[config.mk]
export PLATFORM = sky130hd
export DESIGN_NAME = motors_ctrl
export DESIGN_NICKNAME = d
export VERILOG_FILES = /design/src/rtl/motors_ctrl.sv
export SDC_FILE = /design/constraint.sdc
export NUM_CORES = 1
export LEC_CHECK = 0
export CORE_ASPECT_RATIO = 1.5
export CORE_UTILIZATION = 50
export CTS_CLUSTER_DIAMETER = 200
export DETAILED_ROUTE_END_ITERATION = 10
export DONT_BUFFER_PORTS = 1
export MAX_ROUTING_LAYER = met4
export SETUP_SLACK_MARGIN = 0.4
export SLEW_MARGIN = 20
export SYNTH_ARGS = -nofsm -noshare
export SYNTH_HDL_FRONTEND = slang
export SYNTH_SLANG_ARGS = --single-unit
[constraint.sdc]
create_clock -name clk -period 3.7 [get_ports clk]
set_clock_uncertainty 0.2 [all_clocks]
set_input_delay 0.74 -clock clk [delete_from_list [all_inputs] [get_ports clk]]
set_output_delay 0.74 -clock clk [all_outputs]
set_load 0.01 [all_outputs]
[src/rtl/motors_ctrl.sv]
// Motors control slave: takes one move command at a time, repositions the pen
// servo if needed, then drives concurrent X/Y step/dir pulse trains.
module motors_ctrl #(
    parameter int PULSE_NUM_X_BITS    = 16,
    parameter int PULSE_NUM_Y_BITS    = 16,
    parameter int STEP_PERIOD_CYCLES  = 1000,
    parameter int STEP_HIGH_CYCLES    = 500,
    parameter int SERVO_SETTLE_CYCLES = 100000
) (
    input  logic                               clk,
    input  logic                               reset,
    input  logic signed [PULSE_NUM_X_BITS-1:0] pulse_num_x,
    input  logic signed [PULSE_NUM_Y_BITS-1:0] pulse_num_y,
    input  logic                               servo_pos,
    input  logic                               trigger,
    output logic                               done,
    output logic                               rdy,
    output logic                               out_step_x,
    output logic                               out_dir_x,
    output logic                               out_step_y,
    output logic                               out_dir_y,
    output logic                               out_servo,
    output logic [1:0]                         dbg_state
);

    typedef enum logic [1:0] {
        IDLE       = 2'd0,
        SERVO_WAIT = 2'd1,
        STEPPING   = 2'd2,
        DONE       = 2'd3
    } state_t;

    localparam int XW    = PULSE_NUM_X_BITS;
    localparam int YW    = PULSE_NUM_Y_BITS;
    localparam int PER_W = $clog2(STEP_PERIOD_CYCLES);
    localparam int SET_W = (SERVO_SETTLE_CYCLES > 1) ? $clog2(SERVO_SETTLE_CYCLES) : 1;

    localparam logic [PER_W-1:0] PER_LAST = PER_W'(STEP_PERIOD_CYCLES - 1);
    localparam logic [PER_W-1:0] PER_HIGH = PER_W'(STEP_HIGH_CYCLES);
    localparam logic [PER_W-1:0] PER_ONE  = 1;
    localparam logic [SET_W-1:0] SET_LAST = SET_W'(SERVO_SETTLE_CYCLES - 1);
    localparam logic [SET_W-1:0] SET_ONE  = 1;
    localparam logic [XW:0]      X_ONE    = 1;
    localparam logic [YW:0]      Y_ONE    = 1;

    state_t           state_q, state_d, cmd_next;
    logic [PER_W-1:0] per_q;
    logic [SET_W-1:0] set_q;
    logic [XW:0]      cnt_x_q, ext_x, mag_x_in;
    logic [YW:0]      cnt_y_q, ext_y, mag_y_in;
    logic             dir_x_q, dir_y_q, servo_q;
    logic             accept, any_in, any_cnt, period_end, last_step;

    // Handshake: a command is taken on any rising edge where trigger and rdy
    // are both high; rdy depends only on state, and a trigger seen while rdy
    // is low is dropped, never queued.
    assign rdy    = (state_q == IDLE) || (state_q == DONE);
    assign done   = (state_q == DONE);
    assign accept = trigger && rdy;

    // Magnitudes are one bit wider so the most-negative input maps exactly.
    assign ext_x    = {pulse_num_x[XW-1], pulse_num_x};
    assign ext_y    = {pulse_num_y[YW-1], pulse_num_y};
    assign mag_x_in = pulse_num_x[XW-1] ? -ext_x : ext_x;
    assign mag_y_in = pulse_num_y[YW-1] ? -ext_y : ext_y;

    assign any_in     = (|mag_x_in) || (|mag_y_in);
    assign any_cnt    = (|cnt_x_q) || (|cnt_y_q);
    assign period_end = (per_q == PER_LAST);
    // Both remaining counts are at most one, so this period is the last.
    assign last_step  = period_end && (cnt_x_q[XW:1] == '0) && (cnt_y_q[YW:1] == '0);

    assign out_step_x = (state_q == STEPPING) && (per_q < PER_HIGH) && (|cnt_x_q);
    assign out_step_y = (state_q == STEPPING) && (per_q < PER_HIGH) && (|cnt_y_q);
    assign out_dir_x  = dir_x_q;
    assign out_dir_y  = dir_y_q;
    assign out_servo  = servo_q;
    assign dbg_state  = state_q;

    always_ff @(posedge clk or negedge reset) begin
        if (!reset) begin
            state_q <= IDLE;
        end else begin
            state_q <= state_d;
        end
    end

    always_comb begin
        state_d  = state_q;
        cmd_next = DONE;
        if (servo_pos != servo_q) begin
            cmd_next = SERVO_WAIT;
        end else if (any_in) begin
            cmd_next = STEPPING;
        end
        case (state_q)
            IDLE: begin
                if (accept) state_d = cmd_next;
            end
            SERVO_WAIT: begin
                if (set_q == SET_LAST) state_d = any_cnt ? STEPPING : DONE;
            end
            STEPPING: begin
                if (last_step) state_d = DONE;
            end
            DONE: begin
                state_d = accept ? cmd_next : IDLE;
            end
            default: state_d = IDLE;
        endcase
    end

    always_ff @(posedge clk or negedge reset) begin
        if (!reset) begin
            per_q   <= '0;
            set_q   <= '0;
            cnt_x_q <= '0;
            cnt_y_q <= '0;
            dir_x_q <= 1'b0;
            dir_y_q <= 1'b0;
            servo_q <= 1'b0;
        end else if (accept) begin
            per_q   <= '0;
            set_q   <= '0;
            cnt_x_q <= mag_x_in;
            cnt_y_q <= mag_y_in;
            dir_x_q <= pulse_num_x[XW-1];
            dir_y_q <= pulse_num_y[YW-1];
            servo_q <= servo_pos;
        end else begin
            case (state_q)
                SERVO_WAIT: begin
                    set_q <= set_q + SET_ONE;
                end
                STEPPING: begin
                    per_q <= period_end ? '0 : per_q + PER_ONE;
                    if (period_end) begin
                        if (|cnt_x_q) cnt_x_q <= cnt_x_q - X_ONE;
                        if (|cnt_y_q) cnt_y_q <= cnt_y_q - Y_ONE;
                    end
                end
                default: begin
                    per_q <= '0;
                    set_q <= '0;
                end
            endcase
        end
    end

endmodule
# After elaboration in Yosys (flattened, before gate mapping)
# Index checks and enable logic that the tools add are counted.
[totals] regBits=66 output_inout_bits=9 wordCells=72 input_bits=36
[op_classes] mux=23 add_sub_neg=6 magnitude_cmp=1 eq_ne=11 n_reduce_logical=23
[ops] operator="$mux W17" count=11
[ops] operator="$reduce_or A17 Y1" count=4
[ops] operator="$neg A17 Y17" count=2
[ops] operator="$pmux W17 S2" count=1
[ops] operator="$sub A17 B1 Y17 const B" count=2
[ops] operator="$logic_not A16 Y1" count=2
[ops] operator="$mux W10" count=2
[ops] operator="$pmux W10 S2" count=1
[ops] operator="$add A17 B1 Y17 const B" count=1
[ops] operator="$eq A17 B17 Y1 const B" count=1
[ops] operator="$add A10 B1 Y10 const B" count=1
[ops] operator="$eq A10 B10 Y1 const B" count=1
[ops] operator="$lt A10 B9 Y1 const B" count=1
[ops] operator="$mux W2" count=5
[ops] operator="$ne A2 B2 Y1 const B" count=5
[ops] operator="$reduce_and A3 Y1" count=3
[ops] operator="$pmux W2 S4" count=1
[ops] operator="$reduce_bool A2 Y1" count=4
[ops] operator="$logic_and A1 B1 Y1" count=6
[ops] operator="$eq A2 B2 Y1 const B" count=2
[ops] operator="$logic_or A1 B1 Y1" count=3
[ops] operator="$eq A2 B1 Y1 const B" count=1
[ops] operator="$logic_not A2 Y1" count=1
[ops] operator="$mux W1" count=2
[ops] operator="$ne A1 B1 Y1" count=1

# Longest topological paths before layout
# Gate-level depths: netlist of run 1.
[logic_depth] depth_word=8 mapped_depth=10 depth_no_buf=9

# Least setup slack after synthesis of run 1
# No wires, ideal clock.
[synth_path] kind="input-to-reg" start="input pulse_num_x[0]" end="register state_q[0], in the netlist dbg_state[0]" setup_time_ns=0.073 arrival_time_ns=2.891 required_time_ns=3.427 stages=10 setup_slack_ns=0.535 n_path_buf=1 path_cell_list="inv_1 -> ha_1 -> or3b_2 -> clkbuf_1 -> o41ai_1 -> xnor2_1 -> a2111oi_1 -> nand4_1 -> or3_1 -> a21oi_2"
[synth_via] elab_chain_len=8 word_cells_on_any_way=9 classes_between="add/sub (1); mux (6); reduce/logical (2)"
[synth_lines] item="start, declared" line="12" text="input logic signed [PULSE_NUM_X_BITS-1:0] pulse_num_x,"
[synth_lines] item="$neg A17 Y17" line="64" text="assign mag_x_in = pulse_num_x[XW-1] ? -ext_x : ext_x;"
[synth_lines] item="$mux W17 (*)" line="64"
[synth_lines] item="$reduce_or A17 Y1 (*)" line="67" text="assign any_in = (|mag_x_in) || (|mag_y_in);"
[synth_lines] item="$logic_or A1 B1 Y1 (*)" line="67"
[synth_lines] item="$mux W1 (*)" line="93" text="end else if (any_in) begin"
[synth_lines] item="$mux W2 (*)" line="91" text="if (servo_pos != servo_q) begin"
[synth_lines] item="$mux W2, on equally long branches" line="107, 98"
[synth_lines] item="$pmux W2 S4 (*)" line="96" text="case (state_q)"
[synth_lines] item="end signal, assigned" line="84" text="state_q <= state_d;"
[synth_lines] item="end, declared" line="46" text="state_t state_q, state_d, cmd_next;"
# Mark *: on every way between the ends. The rest lies on a longest branch, timed or not. The select of a mux whose other input is x is not followed.
# A chain may end at the register's enable or synchronous reset.

# Worst setup path after layout of run 1
[layout_path] start="register cnt_x_q[10]" end="output out_step_x"
[layout_via] elab_chain_len=2
[layout_lines] item="start, declared" line="49" text="logic [XW:0] cnt_x_q, ext_x, mag_x_in;"
[layout_lines] item="start signal, assigned" line="125" text="cnt_x_q <= mag_x_in;"
[layout_lines] item="start signal, assigned" line="138" text="if (|cnt_x_q) cnt_x_q <= cnt_x_q - X_ONE;"
[layout_lines] item="$reduce_or A17 Y1" line="73" text="assign out_step_x = (state_q == STEPPING) && (per_q < PER_HIGH) && (|cnt_x_q);"
[layout_lines] item="$logic_and A1 B1 Y1" line="73"
[layout_lines] item="end, declared" line="18" text="output logic out_step_x,"
# Every way passes these cells.

==> results of run 1 <==
-- power by group through the flow --
stage          logic, W  clock network [W]  registers (W)
2_1_floorplan  0.000828                  0        0.00110
3_3_place_gp    0.00102                  0        0.00114
3_5_place_dp    0.00104                  0        0.00115
4_1_cts         0.00107           0.000859        0.00114
5_1_grt         0.00121           0.000895        0.00118
6_report        0.00106           0.000837        0.00114
-- final timing paths --
kind	to	slack, ps
setup / recovery	out_step_x	500
hold / removal	set_q[1]$_DFFE_PN0P_	80
setup reg to reg	dbg_state[0]$_DFFE_PN0P_	570
hold reg to reg	set_q[11]$_DFFE_PN0P_	320
max in group asynchronous	cnt_x_q[7]$_DFFE_PN0P_	2920
min in group clk	out_servo$_DFFE_PN0P_	320
-- state kept, by name (all words and copies together), names as in the netlist --
signal / count
cnt_x_q: 17
per_q: 10
out_servo: 1
out_dir_y: 1
dbg_state: 2
out_dir_x: 1
set_q: 17
cnt_y_q: 17
-- metal layers --
metal / GRT usage (%) / wire (µm)
met5: - / 0
met4: 9.32 / 169
met3: 4.94 / 380
met2: 40.0 / 5200
met1: 30.1 / 4620
-- critical path, stage by stage (launching register included) --
cell	delay, ps
dfrtp_1	390
or4_4	570
or4_4	470
nor4b_4	350
a21oi_2	140
-- synthesized netlist by cell type, types with 5 or more instances --
cell type | instances | area share, %
dfrtp_1 | 66 | 37
nand2_1 | 61 | 5.1
o21ai_0 | 58 | 6.4
nor2_1 | 42 | 3.5
xnor2_1 | 37 | 7.2
xor2_1 | 23 | 4.5
clkbuf_1 | 20 | 1.7
a21oi_1 | 17 | 1.9
inv_1 | 15 | 1.2
nand3_1 | 15 | 1.7
nor3_1 | 14 | 1.6
nor4_1 | 14 | 1.9
or3_1 | 13 | 1.8
ha_1 | 12 | 3.3
o31ai_1 | 10 | 1.7
or4_1 | 10 | 1.7
nand4_1 | 9 | 1.2
nor2b_1 | 9 | 1.2
nand2b_1 | 8 | 1.1
o41ai_1 | 7 | 1.4
a31oi_1 | 6 | 0.83
mux2i_1 | 6 | 1.3
mux2_2 | 5 | 1.2
-- cells by family (layout without fill, tap and decap cells) --
| logic type | after synthesis | in the layout | synth area share (%) |
|---|---|---|---|
| and+or+nand+nor | 225 | 225 | 26.8 |
| AOI/OAI and AO/OA | 118 | 118 | 15.9 |
| DFF | 66 | 66 | 36.6 |
| xor gates and xnor gates | 60 | 60 | 11.7 |
| buffers and inverters | 37 | 38 | 3.11 |
| adders and majority gates | 12 | 12 | 3.33 |
| muxes | 11 | 11 | 2.58 |
-- layout make-up --
cell class                      instances  area [µm²]
Clock inverter                          7        70.1
Clock buffer                            9         225
Fill cell                             830        3830
Multi-Input combinational cell        426        2730
Sequential cell                        66        1650
Inverter                               15        56.3
Tap cell                              110         138
Timing Repair Buffer                    7        72.6
-- what timing repair did --
item / in CTS / in global routing
pin swaps: 0 / 3
hold buffers: 1 / 0
gates cloned: 0 / 0
hold endpoints to repair: 66 / 0
resized for setup: 1 / 2
setup endpoints to repair: 1 / 2
-- stage by stage --
| stage | utilization [%] | hold slack (ps) |
|---|---|---|
| after detailed placement | 52.5 | 246 |
| after CTS | 56.3 | 93.5 |
| after floorplan | - | 244 |
| after global routing | 56.3 | 98.6 |
| after global placement | 52.5 | 246 |
| final | 56.3 | 76.5 |
==> run metrics, run 1 <==
status=finished, final reports clean; Layout Cells excl Fill=640; share of total power in sequential cells=a little under two fifths; post-route cell area=0.00494 mm²; Fmax achieved=312 MHz; normalized max-slew margin=54.1%; switch share=between 30% and 40%; Die Y=118 µm; count of flip-flops with a built-in enable after synthesis=0; clock buffers created by TritonCTS=9; total of flip-flops plus latches after synthesis=66; classification of the worst setup path=reg2out; total half-perimeter wirelength after legalization and detailed placement=7720 µm; IO Pins=45; clock transition time at the flip-flop clock pins of the worst setup and hold paths=60 ps; overall track demand over capacity in global routing=24.8%; H-tree levels=3; # placed instances=approximately 620; number of instances in the synthesized netlist=529; core outline area=0.00878 mm²; drt wl/cell=16.2 µm; sequential fraction of the synthesis area=around 37%; CP Capture Type=primary output; crit share post-route=86.5%; setup repair after global routing missed its margin=true; total number of clock tree sinks=66; global-route wire length before repair=17900 µm; Die Footprint=between 0.009 and 0.01 mm²; measured slew at the worst slew-check pin=approximately 700 ps; total power after layout=0.00304 W; width of the chip=~80 µm; startpoint class of the critical path=flip-flop; DRC violation total after the first TritonRoute iteration=between 100 and 150; total congestion overflow=0; commonest non-fill, non-tap cells in the layout=dfrtp_1 (65), nand2_1 (61), o21ai_0 (58); power per cell area=614 mW/mm²; Worst R2R Start=cnt_x_q[10]$_DFFE_PN0P_; leakage power total=1.86 nW; DRC violations left=0; clock latency of the later-clocked register in the worst-skew pair=330 ps; worst slack at placement=397 ps; post-route antenna net violation count=0; routed via count=3758; count of TritonRoute iterations in the first routing pass=6; Placement Cell Area=~0.0046 mm²; reported net switching power=0.00116 W; Max Cap Viol=0; final antenna diode count=0; Tightest Hold Check Type=in2async; Synth Net Count=577; detailed-route wire length=~10000 µm; buffers inserted by post-CTS timing repair=0; ratio of cells with drive above 1 in the final layout=8.87%; arrival time reported for the critical path endpoint=around 2300 ps; largest fanout on the critical path=5; peak ir drop on the vdd network=just under 0.0004 V; quantity of I/O buffers inserted on ports=0; row count=42; commonest register cell after synthesis=dfrtp_1; via count of the first global-routing pass=3811; Synth Area per Inst=8.52 µm²; startpoint of the worst setup timing path=cnt_x_q[10]$_DFFE_PN0P_; Worst Slack Setup Final=498 ps; weighted congestion at the end of routability-driven global placement=0.812; Clk network pwr share=27.6%; required time worst endpoint=2760 ps; total setup violations reported at the end of the flow=0; leading cell type in the layout, fill and taps excluded=dfrtp_1; final hold violation count=0; Total Neg Setup Slack=0 ps; clock tree from TritonCTS=built; proportion of synthesized flip-flops having asynchronous set or reset=100%; number of vias per cell after detailed routing=5.87; part of the total power dissipated in combinational logic=between 30% and 40%; Syn-to-layout area delta=9.66%; pin count of the biggest net entering global routing=67; Final #Nets=573; design internal power=0.00187 W; Period minus WS final=between 3000 and 4000 ps; buffer type at the clock tree root=clkbuf_16; count of cell types in the netlist=53; count of warnings emitted by yosys=0; Max Slew Vio Count=0; antenna violations before repair=0; maximum number of buffers from clock root to sink=2; worst reg-to-reg path cell count=7; Initial Utilization=51.4%; post-synthesis instance area=0.00451 mm²
No activity file was read; power rests on OpenSTA's default activity.
==> inputs of run 2 (changes only) <==
- ABC_AREA: not set -> 1
- CTS_BUF_LIST: not set -> sky130_fd_sc_hd__clkbuf_2
==> run 2 against run 1 <==
The run now ends with design-rule violations left. Count of clock-buffer cells in the layout increased by 2. Clock power decreased by 58%. Sequential share of layout area decreased by 1.8 points. Wire length increased by 23%. Design area increased by 5.7%. Register-to-register slack improved by 460 ps. Critical path depth increased by 7. Global-route usage increased by 1.8 points. Worst hold slack improved by 53 ps. Die area increased by 11%. Largest cell class unchanged.
==> run metrics, run 2 <==
global-route wire length before repair=21800 µm (+21%); pin count of the biggest net entering global routing=67 (unchanged); Placement Cell Area=0.00509 mm² (+10%); count leader, synth=nand2_1; Layout Cells excl Fill=876 (+37%); count of flip-flops with a built-in enable after synthesis=0 (unchanged); largest fanout on the critical path=4 (-1); row count=44 (+4.8%); buffer type at the clock tree root=clkbuf_2; Total Neg Setup Slack=0 ps (unchanged); proportion of synthesized flip-flops having asynchronous set or reset=100% (unchanged); Synth area leader=dfrtp_1; Syn-to-layout area delta=3.96%; width of the chip=83.9 µm (+5.5%); Max Cap Viol=0 (unchanged); quantity of I/O buffers inserted on ports=0 (unchanged); ratio of cells with drive above 1 in the final layout=8.68% (-0.18 points); core outline area=0.00974 mm² (+11%); maximum number of buffers from clock root to sink=2 (unchanged); Tightest Hold Check Type=in2reg; weighted congestion at the end of routability-driven global placement=0.880 (+8.4%); drt wl/cell=14.5 µm (-10%); # placed instances=857 (+38%); startpoint class of the critical path=flip-flop; arrival time reported for the critical path endpoint=2220 ps (-40 ps); total number of clock tree sinks=66 (unchanged); H-tree levels=3 (unchanged); power per cell area=228 mW/mm² (-63%); overall track demand over capacity in global routing=26.6% (+1.8 points); final hold violation count=0 (unchanged); violated checks=design-rule violations; Synth Area per Inst=6.64 µm² (-22%); antenna violations before repair=1 (+1); Final #Nets=803 (+40%); Fmax achieved=316 MHz (+1.2%); count of cell types in the netlist=46 (-13%); required time worst endpoint=2760 ps (about the same); Synth top area share=32.8% (-3.8 points); clock latency of the later-clocked register in the worst-skew pair=520 ps (+190 ps); cells taking the most area after synthesis=dfrtp_1 (33%), nand2_1 (14%), nor2_1 (7.3%); classification of the worst setup path=reg2out; commonest non-fill, non-tap cells in the layout=nand2_1 (182), nor2_1 (98), inv_1 (97); via count of the first global-routing pass=4715 (+24%); crit share post-route=85.5% (-1.1 points); total half-perimeter wirelength after legalization and detailed placement=9660 µm (+25%); sequential fraction of the synthesis area=32.8% (-3.8 points); Die Y=125 µm (+5.5%); peak ir drop on the vdd network=0.000104 V (-73%); clock buffers created by TritonCTS=9 (unchanged); leading cell type in the layout, fill and taps excluded=nand2_1; DRC violation total after the first TritonRoute iteration=192 (+36%); count of TritonRoute iterations in the first routing pass=7 (+1); status=finished, violations left; CP Capture Type=primary output; Initial Utilization=51.6% (+0.24 points); total congestion overflow=0 (unchanged); post-synthesis instance area=0.00503 mm² (+12%); clock tree from TritonCTS=built; total of flip-flops plus latches after synthesis=66 (unchanged); IO Pins=45 (unchanged); Synth Net Count=805 (+40%); biggest registers after layout=cnt_x_q (17), cnt_y_q (17), set_q (17); clock transition time at the flip-flop clock pins of the worst setup and hold paths=180 ps (+120 ps); leakage power total=2.53 nW (+36%); post-route antenna net violation count=0 (unchanged); commonest cells in the netlist=nand2_1 (182), nor2_1 (98), inv_1 (97); detailed-route wire length=12700 µm (+23%); routed via count=4785 (+27%); setup repair after global routing missed its margin=false; total setup violations reported at the end of the flow=0 (unchanged); measured slew at the worst slew-check pin=739 ps (+50.6 ps); normalized max-slew margin=50.5% (-3.6 points); Max Slew Vio Count=0 (unchanged); Period minus WS final=3160 ps (-39.0 ps); DRC violations left=2 (+2); number of vias per cell after detailed routing=5.46 (-7.0%); Die Footprint=0.0105 mm² (+11%); count of warnings emitted by yosys=0 (unchanged); number of instances in the synthesized netlist=757 (+43%); post-route cell area=0.00523 mm² (+5.7%); commonest register cell after synthesis=dfrtp_1
==> run 2: area by class of cell <==
type                            instances  area, µm²
Antenna cell                            1       2.50
Clock buffer                           11       55.1
Clock inverter                          5       21.3
Fill cell                             994       4520
Inverter                              116        435
Multi-Input combinational cell        557       2860
Sequential cell                        66       1650
Tap cell                              115        144
Timing Repair Buffer                    5       60.1
==> run 2: what timing repair did <==
item                                   CTS  global route
gates resized for setup                  1             2
endpoints found under the hold margin   66             0
pin swaps                                1             0
setup endpoints to repair                1             1
buffers inserted                         0             0
hold buffers                             2             0
==> run 2: where the power goes <==
group	switching [W]	internal, W
Combinational	0.0000798	0.0000364
Sequential	0	0.000722
Clock	0.000267	0.0000855
Total	0.000347	0.000844
==> run 2: worst paths after layout <==
check | from | end | slack (ps) | cells past startpoint
min reg2reg | set_q[3]$_DFFE_PN0P_ | set_q[3]$_DFFE_PN0P_ | 310 | 1
max in group asynchronous | reset | dbg_state[1]$_DFFE_PN0P_ | 2460 | 2
max | cnt_y_q[0]$_DFFE_PN0P_ | out_step_y | 540 | 11
max reg2reg | dbg_state[0]$_DFFE_PN0P_ | set_q[8]$_DFFE_PN0P_ | 1030 | 12
min | servo_pos | out_servo$_DFFE_PN0P_ | 130 | 2
min in group asynchronous | reset | per_q[3]$_DFFE_PN0P_ | 530 | 2
==> run 2: logic make-up (layout without fill, tap and decap cells) <==
group           count (synthesis)  in the layout  synth area share (%)
compound gates                119            119                  14.2
xor+xnor                       16             16                  2.79
fa+ha+maj                      12             12                  2.99
buf+inv                       134            137                  10.8
flops                          66             66                  32.8
other cells                     0              1                     0
simple gates                  410            410                  36.4
==> run 2: layer usage <==
metal	global-route usage [%]	vias to the layer above	part of all wire, %
li1	-	2470	-
met1	30.9	2167	41
met2	45.4	118	51
met3	3.51	30	3.6
met4	11.9	0	3.7
met5	-	-	0
==> run 2: critical path: stages, from the launching register on <==
cell,delay (ps)
dfrtp_1,420
inv_1,110
ha_1,190
nand2_2,80
nor2_2,110
inv_2,60
nor3_4,130
nand2_2,120
nor3_4,170
nand3_2,140
nand2_1,100
inv_1,70
==> run 2: stage by stage <==
| stage | util (%) | hold slack (ps) | power, W | setup slack (ps) |
|---|---|---|---|---|
| final | 53.6 | 130 | 0.00119 | 537 |
| after detailed placement | 52.2 | 246 | 0.000832 | 985 |
| after floorplan | - | 244 | 0.000815 | 1270 |
| after CTS | 53.4 | 115 | 0.00120 | 488 |
| after global placement | 52.2 | 246 | 0.000830 | 1050 |
| after global routing | 53.6 | 136 | 0.00124 | 395 |
